==> src/rtl/stopwatch_ctrl_pkg.sv <==
// Shared types and limits for the stopwatch control path.
// time_inc is the min:sec:centisec cascade, kept here so other time blocks reuse it.
package stopwatch_pkg;
  typedef enum logic [1:0] {
    ST_STOP  = 2'd0,
    ST_RUN   = 2'd1,
    ST_CLEAR = 2'd2
  } sw_state_e;

  localparam int MSEC_W = 7;
  localparam int SEC_W  = 6;
  localparam int MIN_W  = 6;

  localparam logic [MSEC_W-1:0] MSEC_MAX = 7'd99;
  localparam logic [SEC_W-1:0]  SEC_MAX  = 6'd59;
  localparam logic [MIN_W-1:0]  MIN_MAX  = 6'd59;

  typedef struct packed {
    logic [MIN_W-1:0]  min;
    logic [SEC_W-1:0]  sec;
    logic [MSEC_W-1:0] msec;
  } sw_time_t;

  // 59:59.99 rolls over to 00:00.00 silently
  function automatic sw_time_t time_inc(input sw_time_t t);
    sw_time_t r;
    r = t;
    if (t.msec != MSEC_MAX) r.msec = t.msec + 1'b1;
    else begin
      r.msec = '0;
      if (t.sec != SEC_MAX) r.sec = t.sec + 1'b1;
      else begin
        r.sec = '0;
        r.min = (t.min == MIN_MAX) ? '0 : t.min + 1'b1;
      end
    end
    return r;
  endfunction
endpackage

==> src/rtl/stopwatch_ctrl_if.sv <==
// Button-event and display bundle between the debouncer/display logic and stopwatch_ctrl.
interface stopwatch_ctrl_if;
  logic                             i_btn_run_stop;
  logic                             i_btn_clear;
  logic                             i_btn_lap;
  logic [stopwatch_pkg::MSEC_W-1:0] o_msec;
  logic [stopwatch_pkg::SEC_W-1:0]  o_sec;
  logic [stopwatch_pkg::MIN_W-1:0]  o_min;
  logic                             o_running;
  logic                             o_lap_active;
  logic                             o_tick;

  modport master (
    output i_btn_run_stop, i_btn_clear, i_btn_lap,
    input  o_msec, o_sec, o_min, o_running, o_lap_active, o_tick
  );

  modport slave (
    input  i_btn_run_stop, i_btn_clear, i_btn_lap,
    output o_msec, o_sec, o_min, o_running, o_lap_active, o_tick
  );
endinterface

==> src/rtl/stopwatch_ctrl_tick_gen.sv <==
// Prescaler: counts 0..DIV-1 while enabled, pulses o_tick on the wrap cycle.
// Holds its value when disabled so a resumed run finishes the partial period.
module tick_gen #(
  parameter int DIV = 10
) (
  input  logic clk,
  input  logic reset,
  input  logic i_en,
  input  logic i_clr,
  output logic o_tick
);
  localparam int CW = (DIV > 2) ? $clog2(DIV) : 1;
  localparam logic [CW-1:0] LAST = CW'(DIV - 1);

  logic [CW-1:0] cnt;

  always_ff @(posedge clk) begin
    if (reset)      cnt <= '0;
    else if (i_clr) cnt <= '0;
    else if (i_en)  cnt <= (cnt == LAST) ? '0 : cnt + 1'b1;
  end

  assign o_tick = i_en && (cnt == LAST);
endmodule

==> src/rtl/stopwatch_ctrl.sv <==
// Stopwatch control: run/stop/clear FSM, centisecond time count and lap-freeze snapshot.
module stopwatch_ctrl import stopwatch_pkg::*; #(
  parameter int CLK_FREQ = 100_000_000,
  parameter int TICK_HZ  = 100
) (
  input  logic            clk,
  input  logic            reset,
  stopwatch_ctrl_if.slave sw
);
  localparam int DIV = CLK_FREQ / TICK_HZ;

  localparam logic [1:0] S_STOP  = ST_STOP;
  localparam logic [1:0] S_RUN   = ST_RUN;
  localparam logic [1:0] S_CLEAR = ST_CLEAR;

  logic [1:0] state;
  sw_time_t   live, live_nxt, snap;
  logic       frz, tick, in_run, in_stop, clr_acc;

  assign in_run  = (state == S_RUN);
  assign in_stop = (state == S_STOP);
  // run_stop has priority over clear when both arrive in STOP
  assign clr_acc = in_stop && sw.i_btn_clear && !sw.i_btn_run_stop;

  tick_gen #(.DIV(DIV)) u_tick (
    .clk    (clk),
    .reset  (reset),
    .i_en   (in_run),
    .i_clr  (clr_acc),
    .o_tick (tick)
  );

  assign live_nxt = tick ? time_inc(live) : live;

  always_ff @(posedge clk) begin
    if (reset) begin
      state <= S_STOP;
      live  <= '0;
      snap  <= '0;
      frz   <= 1'b0;
    end else if (state == S_CLEAR) begin
      state <= S_STOP;
    end else if (clr_acc) begin
      state <= S_CLEAR;
      live  <= '0;
      snap  <= '0;
      frz   <= 1'b0;
    end else begin
      live <= live_nxt;
      if (sw.i_btn_run_stop) state <= in_run ? S_STOP : S_RUN;
      // snapshot takes the post-tick value so the frozen display never lags
      if (sw.i_btn_lap) begin
        if (frz) frz <= 1'b0;
        else if (in_run) begin
          frz  <= 1'b1;
          snap <= live_nxt;
        end
      end
    end
  end

  assign sw.o_msec       = frz ? snap.msec : live.msec;
  assign sw.o_sec        = frz ? snap.sec  : live.sec;
  assign sw.o_min        = frz ? snap.min  : live.min;
  assign sw.o_running    = in_run;
  assign sw.o_lap_active = frz;
  assign sw.o_tick       = tick;
endmodule

==> src/flat_wrapper.sv <==
// flat-port wrapper written by rule: the top's interface ports become plain ports
module stopwatch_ctrl_flat import stopwatch_pkg::*;
#(
  parameter int CLK_FREQ = 100_000_000,
  parameter int TICK_HZ  = 100
)
  (clk, reset, sw_i_btn_run_stop, sw_i_btn_clear, sw_i_btn_lap, sw_o_msec, sw_o_sec, sw_o_min, sw_o_running, sw_o_lap_active, sw_o_tick);
  stopwatch_ctrl_if sw_i ();
  input  logic clk;
  input  logic reset;
  input wire logic [$bits(sw_i.i_btn_run_stop)-1:0] sw_i_btn_run_stop;
  input wire logic [$bits(sw_i.i_btn_clear)-1:0] sw_i_btn_clear;
  input wire logic [$bits(sw_i.i_btn_lap)-1:0] sw_i_btn_lap;
  output wire logic [$bits(sw_i.o_msec)-1:0] sw_o_msec;
  output wire logic [$bits(sw_i.o_sec)-1:0] sw_o_sec;
  output wire logic [$bits(sw_i.o_min)-1:0] sw_o_min;
  output wire logic [$bits(sw_i.o_running)-1:0] sw_o_running;
  output wire logic [$bits(sw_i.o_lap_active)-1:0] sw_o_lap_active;
  output wire logic [$bits(sw_i.o_tick)-1:0] sw_o_tick;
  assign sw_i.i_btn_run_stop = sw_i_btn_run_stop;
  assign sw_i.i_btn_clear = sw_i_btn_clear;
  assign sw_i.i_btn_lap = sw_i_btn_lap;
  assign sw_o_msec = sw_i.o_msec;
  assign sw_o_sec = sw_i.o_sec;
  assign sw_o_min = sw_i.o_min;
  assign sw_o_running = sw_i.o_running;
  assign sw_o_lap_active = sw_i.o_lap_active;
  assign sw_o_tick = sw_i.o_tick;
  stopwatch_ctrl #(.CLK_FREQ(CLK_FREQ), .TICK_HZ(TICK_HZ)) u_core (.clk(clk), .reset(reset), .sw(sw_i));
endmodule
==> config.mk <==
export PLATFORM = sky130hd
export DESIGN_NAME = stopwatch_ctrl_flat
export DESIGN_NICKNAME = d
export VERILOG_FILES = /design/src/rtl/stopwatch_ctrl_pkg.sv /design/src/rtl/stopwatch_ctrl_if.sv /design/src/rtl/stopwatch_ctrl_tick_gen.sv /design/src/rtl/stopwatch_ctrl.sv /design/src/flat_wrapper.sv
export SDC_FILE = /design/constraint.sdc
export NUM_CORES = 1
export LEC_CHECK = 0
export CORE_MARGIN = 10
export CORE_UTILIZATION = 59
export DETAILED_ROUTE_END_ITERATION = 7
export PLACE_DENSITY = 0.91
export SETUP_SLACK_MARGIN = 0.02
export SLEW_MARGIN = 20
export SYNTH_ARGS = -nofsm -noshare
export SYNTH_HDL_FRONTEND = slang
export SYNTH_SLANG_ARGS = --single-unit
==> constraint.sdc <==
create_clock -name clk -period 3.9 [get_ports clk]
set_clock_uncertainty 0.05 [all_clocks]
set_input_delay 0.78 -clock clk [delete_from_list [all_inputs] [get_ports clk]]
set_output_delay 0.78 -clock clk [all_outputs]
set_load 0.1 [all_outputs]
* After elaboration in Yosys (flattened, before gate mapping) *
Cells that the tools add are included.

storage, ports and cells
  register bits after elaboration = 61
  bits of input ports = 5
  output and inout port bits = 22
  logic and storage cells = 57

operators by class
  $add $sub $neg = 4
  equality and inequality tests = 7
  mux-type cells = 22
  bitwise gates (word level) = 1
  reduce and logical (&&, ||, !) cells = 13

operators with widths
  cell                                           count
  2-to-1 mux 19 bit                              6
  2-to-1 mux 6 bit                               5
  adder 20 x 1 -> 20 bit, second input constant  1
  == test 20 bit, second input constant          1
  2-to-1 mux 20 bit                              1
  2-to-1 mux 7 bit                               2
  adder 6 x 1 -> 6 bit, second input constant    2
  2-to-1 mux 12 bit                              1
  adder 7 x 1 -> 7 bit, second input constant    1
  != test 7 bit, second input constant           1
  == test 6 bit, second input constant           1
  != test 6 bit, second input constant           1
  nonzero test 2 bit                             3
  2-to-1 mux 1 bit                               5
  2-to-1 mux 2 bit                               2
  AND reduction 4 bit                            1
  OR reduction 2 bit                             2
  logical AND 1 bit                              3
  OR reduction 3 bit                             1
  == test 2 x 1 -> 1 bit, second input constant  1
  == test 2 bit, second input constant           1
  logical NOT 2 bit                              1
  != test 2 bit, second input constant           1
  AND reduction 2 bit                            1
  other kinds (2)                                2

* Depth between registers and ports, before layout *
Gate-level depths: netlist of the first run.

  depth in word-level cells = 9
  depth in mapped cells = 9
  gate-level depth less buffers = 7

* Cells and area by module *
A second synthesis of the first run with hierarchy kept.

second synthesis, totals
  cell total of the unflattened synthesis = 397
  area total of the unflattened synthesis = 3326.9 µm²

by module, submodules not included
  module          times used  cells each  area each (µm²)  sequential area each (µm²)
  stopwatch_ctrl  1           286         2347.3           820.8
  tick_gen        1           111         979.7            400.4

* Worst setup path before layout of the first run *
No wires, ideal clock.

  path kind = register to output
  start = register u_core.u_tick.cnt[0]
  end = output port sw_o_tick
  arrival = 3.357 ns
  required time = 3.070 ns
  setup slack = -0.287 ns
  cell stages (with the launch flop) = 6
  cells stage by stage = dfxtp_1 -> ha_1 -> nand3b_4 -> or4_1 -> buf_2 -> nor3_1

on the way
  cells in the longest elaborated chain, start to end = 2

ends and longest elaborated chain
  item                    line                           source
  from (decl)             stopwatch_ctrl_tick_gen.sv:15  logic [CW-1:0] cnt;
  from (signal assigned)  stopwatch_ctrl_tick_gen.sv:20  else if (i_en) cnt <= (cnt == LAST) ? '0 : cnt + 1'b1;
  == test 20 bit          stopwatch_ctrl_tick_gen.sv:23  assign o_tick = i_en && (cnt == LAST);
  logical AND 1 bit       stopwatch_ctrl_tick_gen.sv:23
  to (decl)               flat_wrapper.sv:19             output wire logic [$bits(sw_i.o_tick)-1:0] sw_o_tick;

Every way passes these cells.

* Worst setup path after layout of the first run *
Same ends and word-level chain as after synthesis.

==> flow_summary.rst, run 1 <==
.. list-table::
   :header-rows: 1

   * - Metric
     - Value
   * - Largest voltage drop on the vdd net
     - 297 µV
   * - Final max-slew violation count
     - 0
   * - Number of maximum-capacitance violations
     - 0
   * - Cell count of the worst hold path
     - 2
   * - Htree depth
     - 3
   * - Total number of vias
     - 2502
   * - Cell total after placement
     - 414
   * - Finished Layout Cells
     - 430
   * - Cell area after synthesis
     - 0.00287 mm²
   * - Proportion of layout cells with a drive suffix above 1
     - 0.182
   * - Floorplan die area
     - 0.00806 mm²
   * - Portion of the post-synthesis area used by sequential elements
     - 0.425
   * - Depth of the worst register-to-register path
     - 6
   * - Port buffer count
     - 26
   * - Share of the clock period used by the worst path
     - 0.787
   * - Row cnt
     - 25
   * - Gp weighted congestion
     - 0.847
   * - Crit Path Class
     - reg -> out
   * - Data arrival time at the worst-slack endpoint
     - 2240 ps
   * - Leakage
     - 1.28 nW
   * - Clock root buffer
     - clkbuf_8
   * - Shortest clock period the worst path allows after layout
     - 3070 ps
   * - Remaining max-slew budget at the tightest pin
     - 0.343
   * - Clock slew at reported path FFs
     - 70 ps
   * - Number of distinct library cells after synthesis
     - 46
   * - Mean number of vias per cell
     - 5.82
   * - Total inserted antenna cells
     - 0
   * - Iter 0 DRT Violations
     - 148
   * - Worst hold path class
     - reg -> reg
   * - Number of flip-flops and latches in the synthesized netlist
     - 61
   * - Worst EP required
     - 3070 ps
   * - Run status
     - finished, final reports clean
   * - Number of hold-slack violations in the final timing report
     - 0
   * - Count of instances resized after the clock tree is built
     - 0
   * - Nets
     - 367
   * - Highest achievable clock rate
     - 326 MHz
   * - Startpoint class of the critical path
     - flop
   * - R2r setup slk
     - 940 ps
   * - Total negative setup slack
     - 0 ps
   * - Kind of end point of the critical path
     - output port
   * - Io pins
     - 27
   * - Per-instance average area after synthesis
     - 8.72 µm²
   * - Number of global-route vias before repair
     - 2367
   * - Reg-to-reg startpoint
     - u_core.u_tick.cnt[0]
   * - Residual DRC count
     - 0
   * - Post-synth EDFFs
     - 0
   * - Power density relative to cell area
     - 377 mW/mm²
   * - Worst slack at placement
     - 953 ps
   * - Overall power after layout
     - 1.26 mW
   * - Smallest setup slack after layout
     - 831 ps
   * - 1st-pass router iterations
     - 4
   * - Core area
     - 0.00472 mm²
   * - Antenna violations before repair
     - 0
   * - Gr usage total
     - 0.161
   * - Area Growth Syn to Fin
     - 16.7%
   * - Overflow after GRT
     - 0
   * - Final hold slack
     - 404 ps
   * - Number of setup buffers added after CTS
     - 0
   * - Count of fill cells added during filler insertion
     - 365
   * - Endpoint of the lowest-slack register-to-register path
     - u_core.snap[11]
   * - Min-delay src
     - u_core.snap[13]
   * - # clock sinks
     - 61
   * - Insertion delay to the later sink of the worst-skew pair
     - 340 ps
   * - Terminating pin of the worst hold path
     - u_core.snap[13]
   * - Unrepaired setup endpoints after global routing
     - no
   * - Async S/R FF share, synth
     - 0
   * - Placed wire-length estimate
     - 4610 µm
   * - Die boundary height
     - 89.8 µm
   * - Total detailed-routing wirelength
     - 6480 µm
   * - Cells after synthesis
     - 329
   * - Setup-violating endpoint count in the final report
     - 0
   * - Critical path fanouts, max
     - 5
   * - Deepest clock path buffer count
     - 2
   * - Slew at the pin closest to its max-slew limit
     - 984 ps
   * - Number of nets in the synthesized netlist
     - 338
   * - Die span in x
     - 89.8 µm
   * - CTS tree
     - built
   * - Count of warnings emitted by yosys
     - 0
   * - Clock buffer count from CTS
     - 9
   * - Drt wl/cell
     - 15.1 µm
   * - Initial standard-cell utilization of the core
     - 0.608
   * - First-pass GRT wire length
     - 11000 µm
   * - Largest net degree at the start of global routing
     - 22
   * - Number of buffers added to fix hold violations after cts
     - 0
   * - Most instantiated flip-flop cell in the synthesis netlist
     - dfxtp_1
   * - Antenna-violating nets left
     - 0
synth_stat cells, types with 5 or more instances:
library cell,instances,area share
xnor2_1,7,0.021
dfxtp_1,61,0.43
clkbuf_1,11,0.014
and3_1,5,0.011
a21oi_1,13,0.023
nand4_1,12,0.026
nor3_1,9,0.016
nand2_1,33,0.043
nor2_1,53,0.069
xor2_1,17,0.052
o21ai_0,18,0.031
mux2_2,19,0.075
metal layers:
metal | vias to the layer above | global-route usage | part of all wire
met5 | - | 0 | 0
met4 | 0 | 0.0512 | 0.017
met3 | 12 | 0.0665 | 0.066
met2 | 76 | 0.270 | 0.50
met1 | 1185 | 0.182 | 0.42
li1 | 1229 | - | -
cells in the final DEF (no fill, tap or decap), types with 2 or more instances in the layout:
cell / count
dfxtp_1: 61
nor2_1: 53
o22ai_1: 2
o31ai_1: 2
clkinv_2: 2
and3_1: 5
nand4_1: 12
or3_1: 3
buf_4: 28
a211oi_1: 2
inv_1: 2
xor2_1: 17
and3b_1: 2
nor2b_1: 3
clkdlybuf4s50_1: 4
a21oi_1: 13
and4_1: 3
xnor2_1: 7
a32o_1: 2
nor4_1: 2
nand3b_1: 3
mux2_2: 19
and2_1: 3
nand2b_1: 3
mux2i_1: 4
o21ai_0: 18
ha_1: 4
clkbuf_8: 13
or4_1: 4
nand2_1: 33
a31oi_1: 4
nor3_1: 8
nand3_1: 4
o21a_1: 2
per-stage QoR:
| step | util | cell area, µm² |
|---|---|---|
| 6_report | 0.709 | 3350 |
| 5_1_grt | 0.709 | 3350 |
| 4_1_cts | 0.709 | 3350 |
| 3_5_place_dp | 0.668 | 3150 |
| 3_3_place_gp | 0.668 | 3150 |
| 2_1_floorplan | - | 2880 |
flip-flops by register name (all words and copies together) (netlist names):
register and cells:
u_core.sw.o_lap_active 1, u_core.live 19, u_core.u_tick.cnt 20, u_core.state 2
u_core.snap 19
layout make-up:
type	count	area [µm²]	share of cell area
flip-flops and latches	61	1220	0.365
clock inverters	3	17.5	0.00523
well taps	67	83.8	0.0250
clock buffers	13	179	0.0534
multi-input cells	252	1590	0.475
inverters	2	7.51	0.00224
repair buffers	32	250	0.0747
worst max-delay path, stage by stage (launching register included):
cell and delay [ps]:
dfxtp_1 370, ha_1 220, nand3b_4 110, or4_1 640, nor3_2 240, buf_4 320
power breakdown:
group          switching, mW  total [mW]  internal, mW
logic                 0.0585      0.0890        0.0306
clock network          0.233       0.530         0.298
registers             0.0128       0.645         0.632
worst max-delay path by stage:
stage	start	end	slack, ps	cells after the start
2_1_floorplan	u_core.u_tick.cnt[0]	sw_o_tick	560	5
5_1_grt	u_core.u_tick.cnt[0]	sw_o_tick	690	5
6_report	u_core.u_tick.cnt[0]	sw_o_tick	830	5
3_5_place_dp	u_core.u_tick.cnt[0]	u_core.snap[11]	950	6
4_1_cts	u_core.u_tick.cnt[0]	sw_o_tick	830	5
3_3_place_gp	u_core.u_tick.cnt[0]	u_core.snap[11]	1050	6
kinds of logic after synthesis:
group / count (synthesis) / synth area share
multiplexers: 23 / 0.0885
XOR/XNOR: 24 / 0.0732
AO/OA/AOI/OAI: 53 / 0.112
adder cells (fa/ha/maj): 4 / 0.0174
flip-flops: 61 / 0.425
buffers and inverters: 16 / 0.0222
AND/OR/NAND/NOR: 148 / 0.261
No activity file was read; power rests on OpenSTA's default activity.
==> inputs of run 2 (changes only) <==
--- a/config.mk
+++ b/config.mk
@@ -6,9 +6,9 @@
 export NUM_CORES = 1
 export LEC_CHECK = 0
 export CORE_MARGIN = 10
-export CORE_UTILIZATION = 59
+export CORE_UTILIZATION = 57
 export DETAILED_ROUTE_END_ITERATION = 7
-export PLACE_DENSITY = 0.91
+export PLACE_DENSITY = 0.88
 export SETUP_SLACK_MARGIN = 0.02
 export SLEW_MARGIN = 20
 export SYNTH_ARGS = -nofsm -noshare
==> constraint.sdc (replaced) <==
create_clock -name clk -period 3.2 [get_ports clk]
set_clock_uncertainty 0.05 [all_clocks]
set_input_delay 0.64 -clock clk [delete_from_list [all_inputs] [get_ports clk]]
set_output_delay 0.64 -clock clk [all_outputs]
set_load 0.1 [all_outputs]
==> run 2 against run 1 <==
Net effect:
- critical path depth did not move
- worst hold slack got worse by 8.9 ps
- via count rose by 0.68%
- register-to-register slack got worse by 520 ps
- count of clock-buffer cells in the layout fell by 2
- non-clock buffer count rose by 3
- global-route usage fell by 0.43 points
- sequential share of layout area rose by 0.096 points
- first-iteration DRC count did not move
- sequential power rose by 21%
- die area rose by 2.7%
- critical path type unchanged
- critical endpoint unchanged
- largest cell class unchanged
==> flow_summary.rst, run 2 (synthesized netlist as in run 1, its figures left out) <==
.. list-table::
   :header-rows: 1

   * - Metric
     - Value
   * - Startpoint class of the critical path
     - flop
   * - Run status
     - finished, final reports clean
   * - Largest registers
     - u_core.u_tick.cnt: 20 flops, u_core.live: 19 flops, u_core.snap: 19 flops
   * - Critical path fanouts, max
     - 5 (unchanged)
   * - Floorplan die area
     - 0.00827 mm² (+2.7%)
   * - Largest voltage drop on the vdd net
     - 375 µV (+26%)
   * - Slew at the pin closest to its max-slew limit
     - 636 ps (-348 ps)
   * - Insertion delay to the later sink of the worst-skew pair
     - 340 ps (about the same)
   * - Row cnt
     - 25 (unchanged)
   * - Gr usage total
     - 0.157 (-0.00430)
   * - Overflow after GRT
     - 0 (unchanged)
   * - Endpoint of the lowest-slack register-to-register path
     - u_core.snap[11]
   * - Gp weighted congestion
     - 0.912 (+7.6%)
   * - Proportion of layout cells with a drive suffix above 1
     - 0.179 (-0.00325)
   * - CTS tree
     - built
   * - Final std cell area, no fill
     - 0.00334 mm² (-0.26%)
   * - Mean number of vias per cell
     - 5.84 (+0.45%)
   * - Post-DP Area
     - 0.00319 mm² (+1.3%)
   * - Final hold slack
     - 395 ps (-8.90 ps)
   * - Initial standard-cell utilization of the core
     - 0.596 (-0.0118)
   * - Nets
     - 370 (+0.82%)
   * - Drt wl/cell
     - 14.5 µm (-3.7%)
   * - Total number of vias
     - 2519 (+0.68%)
   * - 1st-pass router iterations
     - 4 (unchanged)
   * - Data arrival time at the worst-slack endpoint
     - 2210 ps (-30 ps)
   * - Count of fill cells added during filler insertion
     - 425 (+16%)
   * - Shortest clock period the worst path allows after layout
     - 2900 ps
   * - Largest net degree at the start of global routing
     - 24 (+9.1%)
   * - Number of hold-slack violations in the final timing report
     - 0 (unchanged)
   * - Antenna violations before repair
     - 0 (unchanged)
   * - Leakage
     - 1.30 nW (+0.86%)
   * - Number of flip-flops in the largest register
     - 20 (unchanged)
   * - First-pass GRT wire length
     - 10900 µm (-0.44%)
   * - Share of the clock period used by the worst path
     - 0.905
   * - Final max-slew violation count
     - 0 (unchanged)
   * - Most common cell after layout, fill and taps aside
     - dfxtp_1
   * - Highest-count cells in the layout ignoring fill and taps
     - dfxtp_1, nor2_1, nand2_1
   * - # clock sinks
     - 61 (unchanged)
   * - Kind of end point of the critical path
     - output port
   * - Reg-to-reg startpoint
     - u_core.u_tick.cnt[0]
   * - Unrepaired setup endpoints after global routing
     - no
   * - Clock buffer count from CTS
     - 9 (unchanged)
   * - Worst slack at placement
     - 434 ps (-520 ps)
   * - Clock slew at reported path FFs
     - 60 ps (about the same)
   * - CP startpoint
     - u_core.u_tick.cnt[0]
   * - Total detailed-routing wirelength
     - 6250 µm (-3.5%)
   * - Depth of the worst register-to-register path
     - 6 (unchanged)
   * - Count of instances resized after the clock tree is built
     - 0 (unchanged)
   * - Clock root buffer
     - clkbuf_8
   * - Remaining max-slew budget at the tightest pin
     - 0.570 (+0.227)
   * - Htree depth
     - 3 (unchanged)
   * - Number of maximum-capacitance violations
     - 0 (unchanged)
   * - Smallest setup slack after layout
     - 303 ps (-527 ps)
   * - Number of global-route vias before repair
     - 2311 (-2.4%)
   * - Core utilization of the finished layout
     - 0.694 (-0.0156)
   * - Power density relative to cell area
     - 429 mW/mm² (+14%)
   * - Crit Path Class
     - reg -> out
   * - Placed wire-length estimate
     - 4540 µm (-1.5%)
   * - Number of buffers added to fix hold violations after cts
     - 0 (unchanged)
   * - Deepest clock path buffer count
     - 2 (unchanged)
   * - Io pins
     - 27 (unchanged)
   * - Die boundary height
     - 91.0 µm (+1.3%)
   * - Number of setup buffers added after CTS
     - 0 (unchanged)
   * - Worst EP required
     - 2510 ps (-560 ps)
   * - Capture point of the critical path
     - sw_o_tick
   * - Total negative setup slack
     - 0 ps (unchanged)
   * - Register name with the most flops
     - u_core.u_tick.cnt
   * - Highest achievable clock rate
     - 345 MHz
   * - Area Growth Syn to Fin
     - 16.4%
   * - Port buffer count
     - 26 (unchanged)
   * - Residual DRC count
     - 0 (unchanged)
   * - Min-delay src
     - u_core.snap[13]
   * - Setup-violating endpoint count in the final report
     - 0 (unchanged)
   * - Iter 0 DRT Violations
     - 148 (unchanged)
   * - Worst hold path class
     - reg -> reg
   * - Antenna-violating nets left
     - 0 (unchanged)
   * - Core area
     - 0.00482 mm² (+2.0%)
   * - R2r setup slk
     - 420 ps (-520 ps)
   * - Total inserted antenna cells
     - 0 (unchanged)
   * - Die span in x
     - 91.0 µm (+1.3%)
run 2: worst min path at each step:
stage,slack (ps),end,cells after the start
3_3_place_gp,380,u_core.snap[6],2
6_report,390,u_core.snap[13],2
5_1_grt,420,u_core.snap[13],2
3_5_place_dp,390,u_core.snap[13],2
2_1_floorplan,370,u_core.snap[0],2
4_1_cts,400,u_core.snap[13],2
run 2: power by group:
part / switching (mW) / total, mW / internal (mW)
sequential: 0.00938 / 0.780 / 0.771
combinational: 0.0770 / 0.115 / 0.0383
clock: 0.271 / 0.539 / 0.268
run 2: stage by stage:
| stage | total power [mW] | std cells |
|---|---|---|
| after detailed placement | 0.913 | 417 |
| after floorplan | 0.877 | 329 |
| after global placement | 0.910 | 417 |
| after global routing | 1.49 | 431 |
| after CTS | 1.45 | 431 |
| final | 1.43 | 431 |
run 2: critical path, stage by stage, from the launching register on:
cell and delay, ps:
dfxtp_1 370, ha_1 210, nand3b_4 110, or4_1 670, nor3_4 300, buf_12 210
run 2: layout make-up:
type                            count  area, µm²  share of cell area
Clock buffer                       11        131              0.0393
Clock inverter                      3       15.0             0.00449
Inverter                            2       7.51             0.00225
Multi-Input combinational cell    252       1600               0.478
Sequential cell                    61       1220               0.366
Tap cell                           67       83.8              0.0251
Timing Repair Buffer               35        285              0.0854
run 2: metal layers:
layer  vias to the layer above  wire length (µm)  track usage
met2                        64              2920        0.240
li1                       1232                 -            -
met4                         0               102       0.0496
met3                        12               336       0.0658
met1                      1211              2890        0.196
met5                         -                 0            0
==> inputs of run 3 (changes only) <==
--- a/config.mk
+++ b/config.mk
@@ -6,9 +6,9 @@
 export NUM_CORES = 1
 export LEC_CHECK = 0
 export CORE_MARGIN = 10
-export CORE_UTILIZATION = 57
+export CORE_UTILIZATION = 59
 export DETAILED_ROUTE_END_ITERATION = 7
-export PLACE_DENSITY = 0.88
+export PLACE_DENSITY = 0.91
 export SETUP_SLACK_MARGIN = 0.02
 export SLEW_MARGIN = 20
 export SYNTH_ARGS = -nofsm -noshare
==> constraint.sdc (replaced) <==
create_clock -name clk -period 3.65 [get_ports clk]
set_clock_uncertainty 0.05 [all_clocks]
set_input_delay 0.73 -clock clk [delete_from_list [all_inputs] [get_ports clk]]
set_output_delay 0.73 -clock clk [all_outputs]
set_load 0.1 [all_outputs]
==> run 3 against run 2 <==
Net effect:
- flip-flop and latch count did not move
- worst setup slack improved by 310 ps
- sequential share of layout area fell by 0.57 points
- count of clock-buffer cells in the layout rose by 1
- critical endpoint unchanged
- largest cell class unchanged
==> flow_summary.rst, run 3 (synthesized netlist as in run 1, its figures left out) <==
.. list-table::
   :header-rows: 1

   * - Metric
     - Value
   * - Run status
     - finished, final reports clean
   * - Number of buffers added to fix hold violations after cts
     - 0 (unchanged)
   * - Worst EP required
     - 2870 ps (+360 ps)
   * - CTS tree
     - built
   * - Htree depth
     - 3 (unchanged)
   * - Reg area
     - 0.00122 mm² (unchanged)
   * - Min-delay src
     - u_core.snap[0]
   * - Gp weighted congestion
     - 0.846 (-7.2%)
   * - Kind of end point of the critical path
     - output port
   * - Port buffer count
     - 26 (unchanged)
   * - Largest voltage drop on the vdd net
     - 243 µV (-35%)
   * - Register name with the most flops
     - u_core.u_tick.cnt
   * - Reg-to-reg startpoint
     - u_core.u_tick.cnt[0]
   * - Insertion delay to the later sink of the worst-skew pair
     - 350 ps (about the same)
   * - Final hold slack
     - 407 ps (+12.4 ps)
   * - Mean number of vias per cell
     - 5.78 (-1.0%)
   * - Number of global-route vias before repair
     - 2474 (+7.1%)
   * - Count of fill cells added during filler insertion
     - 366 (-14%)
   * - Depth of the worst register-to-register path
     - 6 (unchanged)
   * - Finished Layout Cells
     - 432 (+0.23%)
   * - Cell total after placement
     - 416 (-0.24%)
   * - Share of the clock period used by the worst path
     - 0.831
   * - Core area
     - 0.00472 mm² (-1.9%)
   * - Shortest clock period the worst path allows after layout
     - 3030 ps
   * - Die boundary height
     - 89.8 µm (-1.3%)
   * - Floorplan die area
     - 0.00806 mm² (-2.6%)
   * - Worst slack at placement
     - 679 ps (+245 ps)
   * - Number of maximum-capacitance violations
     - 0 (unchanged)
   * - Nets
     - 369 (-0.27%)
   * - Gr usage total
     - 0.164 (+0.00717)
   * - Clock buffer count from CTS
     - 9 (unchanged)
   * - Max stage delay on crit path
     - 650 ps (-20 ps)
   * - Worst hold path class
     - reg -> reg
   * - Power density relative to cell area
     - 431 mW/mm² (+0.45%)
   * - 1st-pass router iterations
     - 4 (unchanged)
   * - Multi-input logic area
     - 0.00159 mm² (-0.39%)
   * - Setup-violating endpoint count in the final report
     - 0 (unchanged)
   * - Number of hold-slack violations in the final timing report
     - 0 (unchanged)
   * - Drt wl/cell
     - 15.1 µm (+4.4%)
   * - Unrepaired setup endpoints after global routing
     - no
   * - Critical path fanouts, max
     - 5 (unchanged)
   * - Total number of vias
     - 2499 (-0.79%)
   * - # clock sinks
     - 61 (unchanged)
   * - Endpoint of the lowest-slack register-to-register path
     - u_core.snap[11]
   * - Number of flip-flops in the largest register
     - 20 (unchanged)
   * - Highest achievable clock rate
     - 330 MHz
   * - Clock root buffer
     - clkbuf_8
   * - CP startpoint
     - u_core.u_tick.cnt[0]
   * - Number of setup buffers added after CTS
     - 0 (unchanged)
   * - Slew at the pin closest to its max-slew limit
     - 925 ps (+289 ps)
   * - Row cnt
     - 25 (unchanged)
   * - Leakage
     - 1.31 nW (+1.1%)
   * - Total inserted antenna cells
     - 0 (unchanged)
   * - Clock slew at reported path FFs
     - 60 ps (about the same)
   * - Worst-path cell with the longest stage delay
     - or4_1
   * - Io pins
     - 27 (unchanged)
   * - Overflow after GRT
     - 0 (unchanged)
   * - Worst-path cell chain
     - ha_1 -> nand3b_4 -> or4_1 -> nor3_2 -> buf_4
   * - First-pass GRT wire length
     - 11200 µm (+2.4%)
   * - Largest net degree at the start of global routing
     - 21 (-13%)
   * - Placed wire-length estimate
     - 4570 µm (+0.60%)
   * - Proportion of layout cells with a drive suffix above 1
     - 0.184 (+0.00499)
   * - Data arrival time at the worst-slack endpoint
     - 2250 ps (+40 ps)
   * - Antenna violations before repair
     - 0 (unchanged)
   * - Crit Path Class
     - reg -> out
   * - Final max-slew violation count
     - 0 (unchanged)
   * - Largest registers
     - u_core.u_tick.cnt: 20 flops, u_core.live: 19 flops, u_core.snap: 19 flops
   * - Highest-count cells in the layout ignoring fill and taps
     - dfxtp_1, nor2_1, nand2_1
   * - Most common cell after layout, fill and taps aside
     - dfxtp_1
   * - R2r setup slk
     - 650 ps (+230 ps)
   * - Total detailed-routing wirelength
     - 6540 µm (+4.7%)
   * - Core utilization of the finished layout
     - 0.718 (+0.0249)
   * - Deepest clock path buffer count
     - 2 (unchanged)
   * - Count of instances resized after the clock tree is built
     - 0 (unchanged)
   * - Capture point of the critical path
     - sw_o_tick
   * - Smallest setup slack after layout
     - 618 ps (+314 ps)
   * - Area Growth Syn to Fin
     - 18.2%
   * - Antenna-violating nets left
     - 0 (unchanged)
   * - Initial standard-cell utilization of the core
     - 0.608 (+0.0118)
   * - Total negative setup slack
     - 0 ps (unchanged)
   * - Die span in x
     - 89.8 µm (-1.3%)
   * - Startpoint class of the critical path
     - flop
   * - Iter 0 DRT Violations
     - 164 (+11%)
   * - Remaining max-slew budget at the tightest pin
     - 0.382 (-0.188)
   * - Residual DRC count
     - 0 (unchanged)
run 3: layout make-up:
class                      count  share of cell area
timing repair buffer          34              0.0782
clock buffer                  12              0.0457
multi-input combinational    252               0.469
clock inverter                 4              0.0206
inverter                       2             0.00221
sequential                    61               0.360
tap                           67              0.0247
run 3: routing by layer:
| metal | track usage | wire, µm | vias to the layer above |
|---|---|---|---|
| met5 | 0 | 0 | - |
| met4 | 0.102 | 127 | 0 |
| met3 | 0.0333 | 320 | 11 |
| met2 | 0.277 | 3200 | 61 |
| met1 | 0.186 | 2900 | 1188 |
| li1 | - | - | 1239 |
run 3: through the flow:
step / instance area, µm² / power (mW)
final: 3390 / 1.46
after floorplan: 2880 / 0.769
after global routing: 3390 / 1.51
after global placement: 3170 / 0.798
after CTS: 3390 / 1.47
after detailed placement: 3170 / 0.800
run 3: how the worst min path moves through the flow:
stage	cells past startpoint	slack, ps	endpoint
after global placement	2	380	u_core.snap[6]
after CTS	2	410	u_core.snap[1]
after floorplan	2	370	u_core.snap[0]
after detailed placement	2	400	u_core.snap[1]
after global routing	2	430	u_core.snap[1]
final	2	410	u_core.snap[0]
run 3: power by group:
part,internal (mW),switching [mW]
combinational,0.0343,0.0634
sequential,0.675,0.0132
clock,0.419,0.258
total,1.13,0.334
run 3: critical path, delay by kind of cell (launching register included):
family | cells | cell delay, ps
buffers and inverters | 1 | 320
AND/OR/NAND/NOR | 3 | 990
adder cells (fa/ha/maj) | 1 | 220
flip-flops | 1 | 370
